## src/rtl/gpu_pkg.sv

```systemverilog
// Shared GPU pipeline definitions: arbiter state encoding, default bus widths
// and the framebuffer base address that all clients use.
package gpu_pkg;

  typedef enum logic [0:0] {
    ARB_IDLE = 1'b0,
    ARB_BUSY = 1'b1
  } arb_state_e;

  localparam int unsigned GPU_NUM_REQ     = 3;
  localparam int unsigned GPU_ADDR_W      = 30;
  localparam int unsigned GPU_DATA_W      = 32;
  localparam int unsigned GPU_BE_W        = 4;
  localparam int unsigned GPU_ARB_TIMEOUT = 255;

  localparam logic [GPU_ADDR_W-1:0] GPU_FB_BASE = 30'h32000000;

  function automatic int unsigned idx_width(input int unsigned n);
    return (n > 1) ? $clog2(n) : 1;
  endfunction

endpackage

```

## src/rtl/rr_priority_pick.sv

```systemverilog
// Combinational round-robin picker: one-hot grant for the first valid requester
// found searching upward from last_grant_i + 1, wrapping modulo NUM_REQ.
module rr_priority_pick
  import gpu_pkg::*;
#(
  parameter  int unsigned NUM_REQ = GPU_NUM_REQ,
  localparam int unsigned IDX_W   = idx_width(NUM_REQ)
) (
  input  logic [NUM_REQ-1:0] valid_i,
  input  logic [IDX_W-1:0]   last_grant_i,
  output logic [NUM_REQ-1:0] grant_o,
  output logic [IDX_W-1:0]   grant_idx_o
);

  logic [IDX_W-1:0] cand_s;
  logic             found_s;
  logic             hit_s;

  // Walk candidates in rotating order; the first valid one wins.
  always_comb begin
    grant_o     = '0;
    grant_idx_o = '0;
    found_s     = 1'b0;
    cand_s      = '0;
    hit_s       = 1'b0;
    for (int unsigned k = 1; k <= NUM_REQ; k++) begin
      cand_s          = IDX_W'((32'(last_grant_i) + k) % NUM_REQ);
      hit_s           = valid_i[cand_s] & ~found_s;
      grant_o[cand_s] = grant_o[cand_s] | hit_s;
      grant_idx_o     = hit_s ? cand_s : grant_idx_o;
      found_s         = found_s | hit_s;
    end
  end

endmodule

```

## src/rtl/gpu_mem_arbiter.sv

```systemverilog
// Round-robin arbiter sharing the GPU master port between pipeline clients.
// Optional acknowledge watchdog is enabled by defining GPU_ARB_ACK_TIMEOUT_EN.
module gpu_mem_arbiter
  import gpu_pkg::*;
#(
  parameter int unsigned NUM_REQ        = GPU_NUM_REQ,
  parameter int unsigned ADDR_W         = GPU_ADDR_W,
  parameter int unsigned DATA_W         = GPU_DATA_W,
  parameter int unsigned TIMEOUT_CYCLES = GPU_ARB_TIMEOUT
) (
  input  logic                    pll_clock,
  input  logic                    sys_reset,
  input  logic [NUM_REQ-1:0]      req_valid,
  output logic [NUM_REQ-1:0]      req_ready,
  input  logic [NUM_REQ-1:0]      req_write,
  input  logic [NUM_REQ*ADDR_W-1:0] req_address,
  input  logic [NUM_REQ*4-1:0]    req_byte_enable,
  input  logic [NUM_REQ*DATA_W-1:0] req_write_data,
  output logic [NUM_REQ-1:0]      rsp_valid,
  output logic [DATA_W-1:0]       rsp_read_data,
  output logic                    rsp_error,
  output logic [ADDR_W-1:0]       gpu_main_external_interface_address,
  output logic [3:0]              gpu_main_external_interface_byte_enable,
  output logic                    gpu_main_external_interface_read,
  output logic                    gpu_main_external_interface_write,
  output logic [DATA_W-1:0]       gpu_main_external_interface_write_data,
  input  logic                    gpu_main_external_interface_acknowledge,
  input  logic [DATA_W-1:0]       gpu_main_external_interface_read_data
);

  localparam int unsigned IDX_W = idx_width(NUM_REQ);

  arb_state_e         state_q;
  logic [IDX_W-1:0]   last_grant_q;
  logic [IDX_W-1:0]   owner_q;
  logic               wr_q;
  logic [ADDR_W-1:0]  addr_q;
  logic [3:0]         be_q;
  logic [DATA_W-1:0]  wdata_q;
  logic               bus_rd_q;
  logic               bus_wr_q;
  logic [NUM_REQ-1:0] rsp_valid_q;
  logic [DATA_W-1:0]  rsp_data_q;
  logic               rsp_error_q;

  logic [NUM_REQ-1:0] pick_s;
  logic [IDX_W-1:0]   pick_idx_s;
  logic               grant_en_s;
  logic               sel_wr_s;
  logic [ADDR_W-1:0]  sel_addr_s;
  logic [3:0]         sel_be_s;
  logic [DATA_W-1:0]  sel_wdata_s;

`ifdef GPU_ARB_ACK_TIMEOUT_EN
  localparam int unsigned TMR_W =
    ($clog2(TIMEOUT_CYCLES + 1) > 8) ? $clog2(TIMEOUT_CYCLES + 1) : 8;
  logic [TMR_W-1:0] timer_q;
`endif

  rr_priority_pick #(
    .NUM_REQ (NUM_REQ)
  ) u_pick (
    .valid_i      (req_valid),
    .last_grant_i (last_grant_q),
    .grant_o      (pick_s),
    .grant_idx_o  (pick_idx_s)
  );

  // Grants are offered only from IDLE and never while reset is held.
  assign grant_en_s = (state_q == ARB_IDLE) && !sys_reset;
  assign req_ready  = grant_en_s ? pick_s : '0;

  // Select the granted requester's command fields (pick_s is one-hot or zero).
  always_comb begin
    sel_wr_s    = 1'b0;
    sel_addr_s  = '0;
    sel_be_s    = '0;
    sel_wdata_s = '0;
    for (int n = 0; n < NUM_REQ; n++) begin
      sel_wr_s    = sel_wr_s | (req_write[n] & pick_s[n]);
      sel_addr_s  = sel_addr_s | (req_address[n*ADDR_W +: ADDR_W] & {ADDR_W{pick_s[n]}});
      sel_be_s    = sel_be_s | (req_byte_enable[n*4 +: 4] & {4{pick_s[n]}});
      sel_wdata_s = sel_wdata_s | (req_write_data[n*DATA_W +: DATA_W] & {DATA_W{pick_s[n]}});
    end
  end

  // Arbiter FSM with latched bus command and response registers.
  always_ff @(posedge pll_clock) begin
    if (sys_reset) begin
      state_q      <= ARB_IDLE;
      last_grant_q <= IDX_W'(NUM_REQ - 1);
      owner_q      <= '0;
      wr_q         <= 1'b0;
      addr_q       <= '0;
      be_q         <= '0;
      wdata_q      <= '0;
      bus_rd_q     <= 1'b0;
      bus_wr_q     <= 1'b0;
      rsp_valid_q  <= '0;
      rsp_data_q   <= '0;
      rsp_error_q  <= 1'b0;
`ifdef GPU_ARB_ACK_TIMEOUT_EN
      timer_q      <= '0;
`endif
    end else begin
      rsp_valid_q <= '0;
      rsp_error_q <= 1'b0;
      case (state_q)
        ARB_IDLE: begin
          if (|pick_s) begin
            wr_q         <= sel_wr_s;
            addr_q       <= sel_addr_s;
            be_q         <= sel_be_s;
            wdata_q      <= sel_wdata_s;
            owner_q      <= pick_idx_s;
            last_grant_q <= pick_idx_s;
            bus_rd_q     <= !sel_wr_s;
            bus_wr_q     <= sel_wr_s;
            state_q      <= ARB_BUSY;
`ifdef GPU_ARB_ACK_TIMEOUT_EN
            timer_q      <= TMR_W'(1);
`endif
          end
        end
        ARB_BUSY: begin
          if (gpu_main_external_interface_acknowledge) begin
            bus_rd_q             <= 1'b0;
            bus_wr_q             <= 1'b0;
            rsp_valid_q[owner_q] <= 1'b1;
            rsp_data_q           <= wr_q ? {DATA_W{1'b0}} : gpu_main_external_interface_read_data;
            state_q              <= ARB_IDLE;
          end
`ifdef GPU_ARB_ACK_TIMEOUT_EN
          // An ack on the limit cycle is handled above and takes priority.
          else if (timer_q >= TMR_W'(TIMEOUT_CYCLES)) begin
            bus_rd_q             <= 1'b0;
            bus_wr_q             <= 1'b0;
            rsp_valid_q[owner_q] <= 1'b1;
            rsp_data_q           <= '0;
            rsp_error_q          <= 1'b1;
            state_q              <= ARB_IDLE;
          end else begin
            timer_q <= timer_q + TMR_W'(1);
          end
`endif
        end
        default: begin
          bus_rd_q <= 1'b0;
          bus_wr_q <= 1'b0;
          state_q  <= ARB_IDLE;
        end
      endcase
    end
  end

  assign rsp_valid                               = rsp_valid_q;
  assign rsp_read_data                           = rsp_data_q;
  assign rsp_error                               = rsp_error_q;
  assign gpu_main_external_interface_address     = addr_q;
  assign gpu_main_external_interface_byte_enable = be_q;
  assign gpu_main_external_interface_read        = bus_rd_q;
  assign gpu_main_external_interface_write       = bus_wr_q;
  assign gpu_main_external_interface_write_data  = wdata_q;

endmodule

```

## config.mk

```make
export PLATFORM = sky130hd
export DESIGN_NAME = gpu_mem_arbiter
export DESIGN_NICKNAME = d
export VERILOG_FILES = /design/src/rtl/gpu_pkg.sv /design/src/rtl/rr_priority_pick.sv /design/src/rtl/gpu_mem_arbiter.sv
export SDC_FILE = /design/constraint.sdc
export NUM_CORES = 1
export LEC_CHECK = 0
export ABC_AREA = 1
export CORE_ASPECT_RATIO = 0.5
export CORE_MARGIN = 3
export CORE_UTILIZATION = 37
export CTS_CLUSTER_SIZE = 14
export DETAILED_ROUTE_END_ITERATION = 8
export PLACE_DENSITY = 0.84
export SLEW_MARGIN = 5
export SYNTH_ARGS = -nofsm -noshare
export SYNTH_HDL_FRONTEND = slang
export SYNTH_HIERARCHICAL = 1
export SYNTH_SLANG_ARGS = --single-unit
```

## constraint.sdc

```tcl
create_clock -name pll_clock -period 3.4 [get_ports pll_clock]
set_clock_uncertainty 0.1 [all_clocks]
set_input_delay 0.51 -clock pll_clock [delete_from_list [all_inputs] [get_ports pll_clock]]
set_output_delay 0.51 -clock pll_clock [all_outputs]
set_load 0.005 [all_outputs]
```

; Word-level counts from Yosys, hierarchy flattened
; Cells that the tools add are included.
; Widths: inputs -> output; s select.
[op_classes]
reduce_logical = 12
add_sub_neg = 3
n_lt_le_gt_ge = 8
eq_ne = 2
n_bitwise = 31
div = 3
muxes = 35
[ops]
columns = operator, n
row1 = $and 32x32->32, 3
row2 = $mod 32x2->32 const B, 3
row3 = $and 30x30->30, 3
row4 = $or 32x32->32, 2
row5 = $or 30x30->30, 2
row6 = $mux 32, 1
row7 = $mux 1, 15
row8 = $and 4x4->4, 3
row9 = $bmux 1 s2, 6
row10 = $lt 2x3->1 const B, 4
row11 = $demux 1 s2, 4
row12 = $ge 2x1->1 const B, 4
row13 = $or 4x4->4, 2
row14 = $add 2x2->3 const B, 2
row15 = $bwmux 3, 2
row16 = $mux 2, 3
row17 = $or 1x1->1, 6
row18 = $pmux 1 s2, 3
row19 = $reduce_and 2->1, 3
row20 = $reduce_or 3->1, 2
row21 = $and 1x1->1, 5
row22 = $logic_and 1x1->1, 5
row23 = $not 1->1, 4
row24 = $add 2x1->3 const B, 1
row25 = 5 further kinds, 6
[word_totals]
input_bits = 239
register_bits = 109

; Longest topological paths before layout
[logic_depth]
depth_word = 21
mapped_depth = 21

; Modules after synthesis
; Netlist, hierarchy kept.
[modules_own_cells]
columns = mod, n_inst, area_per_inst_um2, cells_per_inst
row1 = gpu_mem_arbiter, 1, 4959.8, 773
row2 = rr_priority_pick, 1, 341.6, 67

; Worst setup path before layout
; OpenSTA, ideal clock, no wires.
[synth_timing]
path_type = register -> output
startpoint = reg last_grant_q[0]
endpoint = out req_ready[1]
t_required_ps = 2790
stages_incl_launch_ff = 15
n_path_buf = 4
arrival_ps = 2072
slack_ps = 718
path_cell_list = dfxtp_1 > inv_1 > ha_1 > buf_6 > inv_4 > nand2_2 > nand2_1 > a21oi_4 > nand3_2 > o21ai_0 > buf_6 > buf_4 > buf_2 > inv_1 > nor2_1
[synth_between]
elab_chain_cells = 16
elab_cells_between_ends = 45
cone_classes = add/sub (3) / div (3) / order compare (6) / mux (21) / bitwise (9) / reduce/logical (3)
[synth_lines]
columns = item, line
row1 = start: declaration, gpu_mem_arbiter.sv:34  ; logic [IDX_W-1:0] last_grant_q;
row2 = start signal: assignment, gpu_mem_arbiter.sv:91  ; last_grant_q <= IDX_W'(NUM_REQ - 1);
row3 = start signal: assignment, gpu_mem_arbiter.sv:116  ; last_grant_q <= pick_idx_s;
row4 = $add 2x1->3, rr_priority_pick.sv:27  ; cand_s = IDX_W'((32'(last_grant_i) + k) % NUM_REQ);
row5 = $mod 32x2->32, rr_priority_pick.sv:27
row6 = $lt 2x3->1 (implied by the code) / $ge 2x1->1 (equally long branches), rr_priority_pick.sv:29  ; grant_o[cand_s] = grant_o[cand_s] | hit_s;
row7 = $logic_and 1x1->1 (implied by the code), rr_priority_pick.sv:29
row8 = $mux 1 (implied by the code), rr_priority_pick.sv:29
row9 = $demux 1 s2, --
row10 = $and 3x3->3 (no source line), --
row11 = $bmux 1 s2, rr_priority_pick.sv:29
row12 = $mux 1 (implied by the code), rr_priority_pick.sv:29
row13 = $or 1x1->1, rr_priority_pick.sv:29
row14 = $bwmux 3, rr_priority_pick.sv:29
row15 = $bmux 1 s2, rr_priority_pick.sv:29
row16 = $mux 1 (implied by the code), rr_priority_pick.sv:29
row17 = $or 1x1->1, rr_priority_pick.sv:29
row18 = $bwmux 3 (*), rr_priority_pick.sv:29
row19 = net pick_s[1], gpu_mem_arbiter.sv:46  ; logic [NUM_REQ-1:0] pick_s;
row20 = $mux 3 (*), gpu_mem_arbiter.sv:71  ; assign req_ready = grant_en_s ? pick_s : '0;
row21 = end: declaration, gpu_mem_arbiter.sv:14  ; output logic [NUM_REQ-1:0] req_ready,
; Mark *: on every way through the listed nets, which the timed path passes. The rest lies on a longest branch. The select of a mux whose other input is x is not followed.

; Worst setup path after layout
[layout_timing]
startpoint = reg last_grant_q[0]
endpoint = out req_ready[2]
; Same word-level chain as after synthesis.

==> results.toml <==
[layout]
syn2layout_area_growth_pct = 73.16
diodes = 0
fin_cells = 1349
drive_gt1_share_pct = 4.149
final_core_util_pct = 66.64
nets = 1394

[worst_setup_path]
cp-end-kind = "output pin"
start_kind = "register"
cp.required_ns = 2.79
arrival_ns = 2.63
critPathKind = "reg2out"
cp_max_fo = 7

[clock_tree]
cts_made_buffers = 9
ctsHtreeMaxLevel = 3
insertion_delay_ns = 0.34
cts_tree = "done"
clock_sinks = 108
path_clk_slew_ns = 0.08
max-clock-path-buffers = 2
holdBufCountCts = 0
cts_root_buffer = "clkbuf_16"

[job]
cap_violations = 0

[power]
p_sw_mw = 4.113
seq_power_share_pct = 22.0
ir_drop_uv = 964.2
clockPowerShare_pct = 12.1
p_per_area_nw_per_um2 = 938.8
p_int_mw = 4.506
power.leakage_nw = 3.879
swShare_pct = 47.72
total_power_mw = 8.618
combPwrFrac_pct = 66.0

[global_routing]
grt_max_degree = 68
antenna_found_initial = 0
first_global_vias = 6154
track_usage_pct = 24.33
grt_overflow_total = 0
grt_pass1_wl_um = 31710

[logic_synthesis]
syn_inst = 840
synthFlopType = "dfxtp_1"
syn_nets = 1082
syn_avg_cell_area_um2 = 6.311
yosysWarnings = 6
synth_seq_cells = 108
synth_top_area_share_pct = 40.78
synth_area_leader_cell = "dfxtp_1"
synth_cell_type_count = 27
synthArstFlopShare_pct = 0
synth_area_leaders = "dfxtp_1 (41%), nand2_1 (22%), nor2_1 (10%)"
synth_edf_count = 0
syn-cell-area_um2 = 5301
synth-seq-area-share_pct = 40.78
synth.most_common_cell = "nand2_1"
synthTopCellsByCount = "nand2_1 (305), nor2_1 (147), dfxtp_1 (108)"

[timing]
setup_tns_ns = 0
worst_slack_ns = 0.1602
worst_pin_slew_ns = 0.9992
hold_viol = 0
slew_violations = 0
fin_crit_sh_pct = 95.29
period_needed_ns = 3.240
slew_headroom_pct = 32.97
rsz0062_at_grt = "false"
max_freq_mhz = 308.7
setup_viol_count_final = 0

[detailed_routing]
viasPerCell = 4.845
drtPass1Iterations = 7
drc = 0
dr_total_vias = 6536
initialDrtViolationCount = 335
routedWlPerCell_um = 15.00
totalWireLength_um = 20240
ant_nets = 0

[floorplan]
core_area_um2 = 13780
die_w_um = 175.3
num_io_pins = 346
initial_core_util_pct = 38.48
die_y_um = 90.64
rows = 30
die_area_um2 = 15890

[hold_path]
hold_path_class = "reg2reg"

[placement]
hpwl_um = 15550
gp_congestion = 0.9205
dp_cells = 1331
port_buffers = 344
place_ws_ns = 0.1903

[status]
status = "completed"
cell families after synthesis:
| family | synth area share, % |
|---|---|
| adders and majority gates | 0.7081 |
| and+or+nand+nor | 40.57 |
| buffers and inverters | 7.009 |
| DFF | 40.78 |
| AOI/OAI and AO/OA | 10.86 |
| other | 0.07074 |
flip-flops by register name, indices dropped and copies added (netlist names):
register	flops
rsp_read_data	32
last_grant_q	2
gpu_main_external_interface_read	1
rsp_valid	3
owner_q	1
gpu_main_external_interface_byte_enable	4
wr_q	1
gpu_main_external_interface_write	1
gpu_main_external_interface_address	30
gpu_main_external_interface_write_data	32
state_q	1
repair_timing:
action	CTS	global route
gates resized for setup	3	4
hold endpoints to repair	0	0
endpoints found under the setup margin	3	2
pin swaps	0	3
buffers inserted	0	2
worst max-delay path, stage by stage (launching register included):
cell	delay (ns)
dfxtp_2	0.37
inv_1	0.09
ha_4	0.33
buf_4	0.13
nand2_1	0.06
nand3_1	0.11
nand4_1	0.10
nand2_1	0.12
o21ai_0	0.16
o21ai_4	0.12
inv_1	0.06
nor2_1	0.11
clkdlybuf4s50_1	0.53
per-layer routing:
| layer | share of wire [%] | up-vias | GRT usage, % |
|---|---|---|---|
| met2 | 50 | 269 | 42.88 |
| met1 | 41 | 2954 | 29.68 |
| met3 | 6.8 | 38 | 5.332 |
| met4 | 2.4 | 0 | 7.626 |
| li1 | - | 3275 | - |
| met5 | 0 | - | 0 |
path summary, 6_finish.rpt:
path / cells after the start / slack [ns] / start / endpoint
setup reg to reg: 17 / 0.40 / last_grant_q[0]$_SDFFE_PP0P_ / gpu_main_external_interface_address[18]$_SDFFE_PP0P_
hold reg to reg: 2 / 0.36 / rsp_read_data[27]$_SDFFE_PP0P_ / rsp_read_data[27]$_SDFFE_PP0P_
hold / removal: 2 / 0.36 / rsp_read_data[27]$_SDFFE_PP0P_ / rsp_read_data[27]$_SDFFE_PP0P_
setup / recovery: 12 / 0.16 / last_grant_q[0]$_SDFFE_PP0P_ / req_ready[2]
metrics by stage:
stage | cell area [µm²] | hold WS [ns]
4_1_cts | 9151 | 0.3653
2_1_floorplan | 5301 | 0.3252
3_5_place_dp | 8836 | 0.3445
6_report | 9180 | 0.3619
3_3_place_gp | 8836 | 0.3394
5_1_grt | 9180 | 0.3920
area by class of cell:
type	count	area, µm²
clock buffers	10	239.0
clock inverters	6	62.56
fillers	1195	4596
inverters	24	95.09
multi-input cells	652	2810
flip-flops and latches	108	2165
well taps	192	240.2
repair buffers	357	3568
placed cells by master, fill, tap and decap left out, types with 3 or more instances in the layout:
cell type,n
buf_4,11
clkbuf_16,9
clkdlybuf4s50_1,343
dfxtp_1,106
inv_1,17
inv_2,3
nand2_1,305
nand2_2,4
nand3_1,75
nor2_1,147
o21ai_0,91
o21ai_1,12
power by group through the flow:
stage / clock network, mW / logic (mW) / registers, mW
after floorplan: 0 / 3.65 / 1.92
after global placement: 0 / 5.50 / 1.89
after detailed placement: 0 / 5.63 / 1.91
after CTS: 1.07 / 5.67 / 1.89
after global routing: 1.12 / 6.41 / 1.94
final: 1.04 / 5.68 / 1.89
No activity file was read; power rests on OpenSTA's default activity.
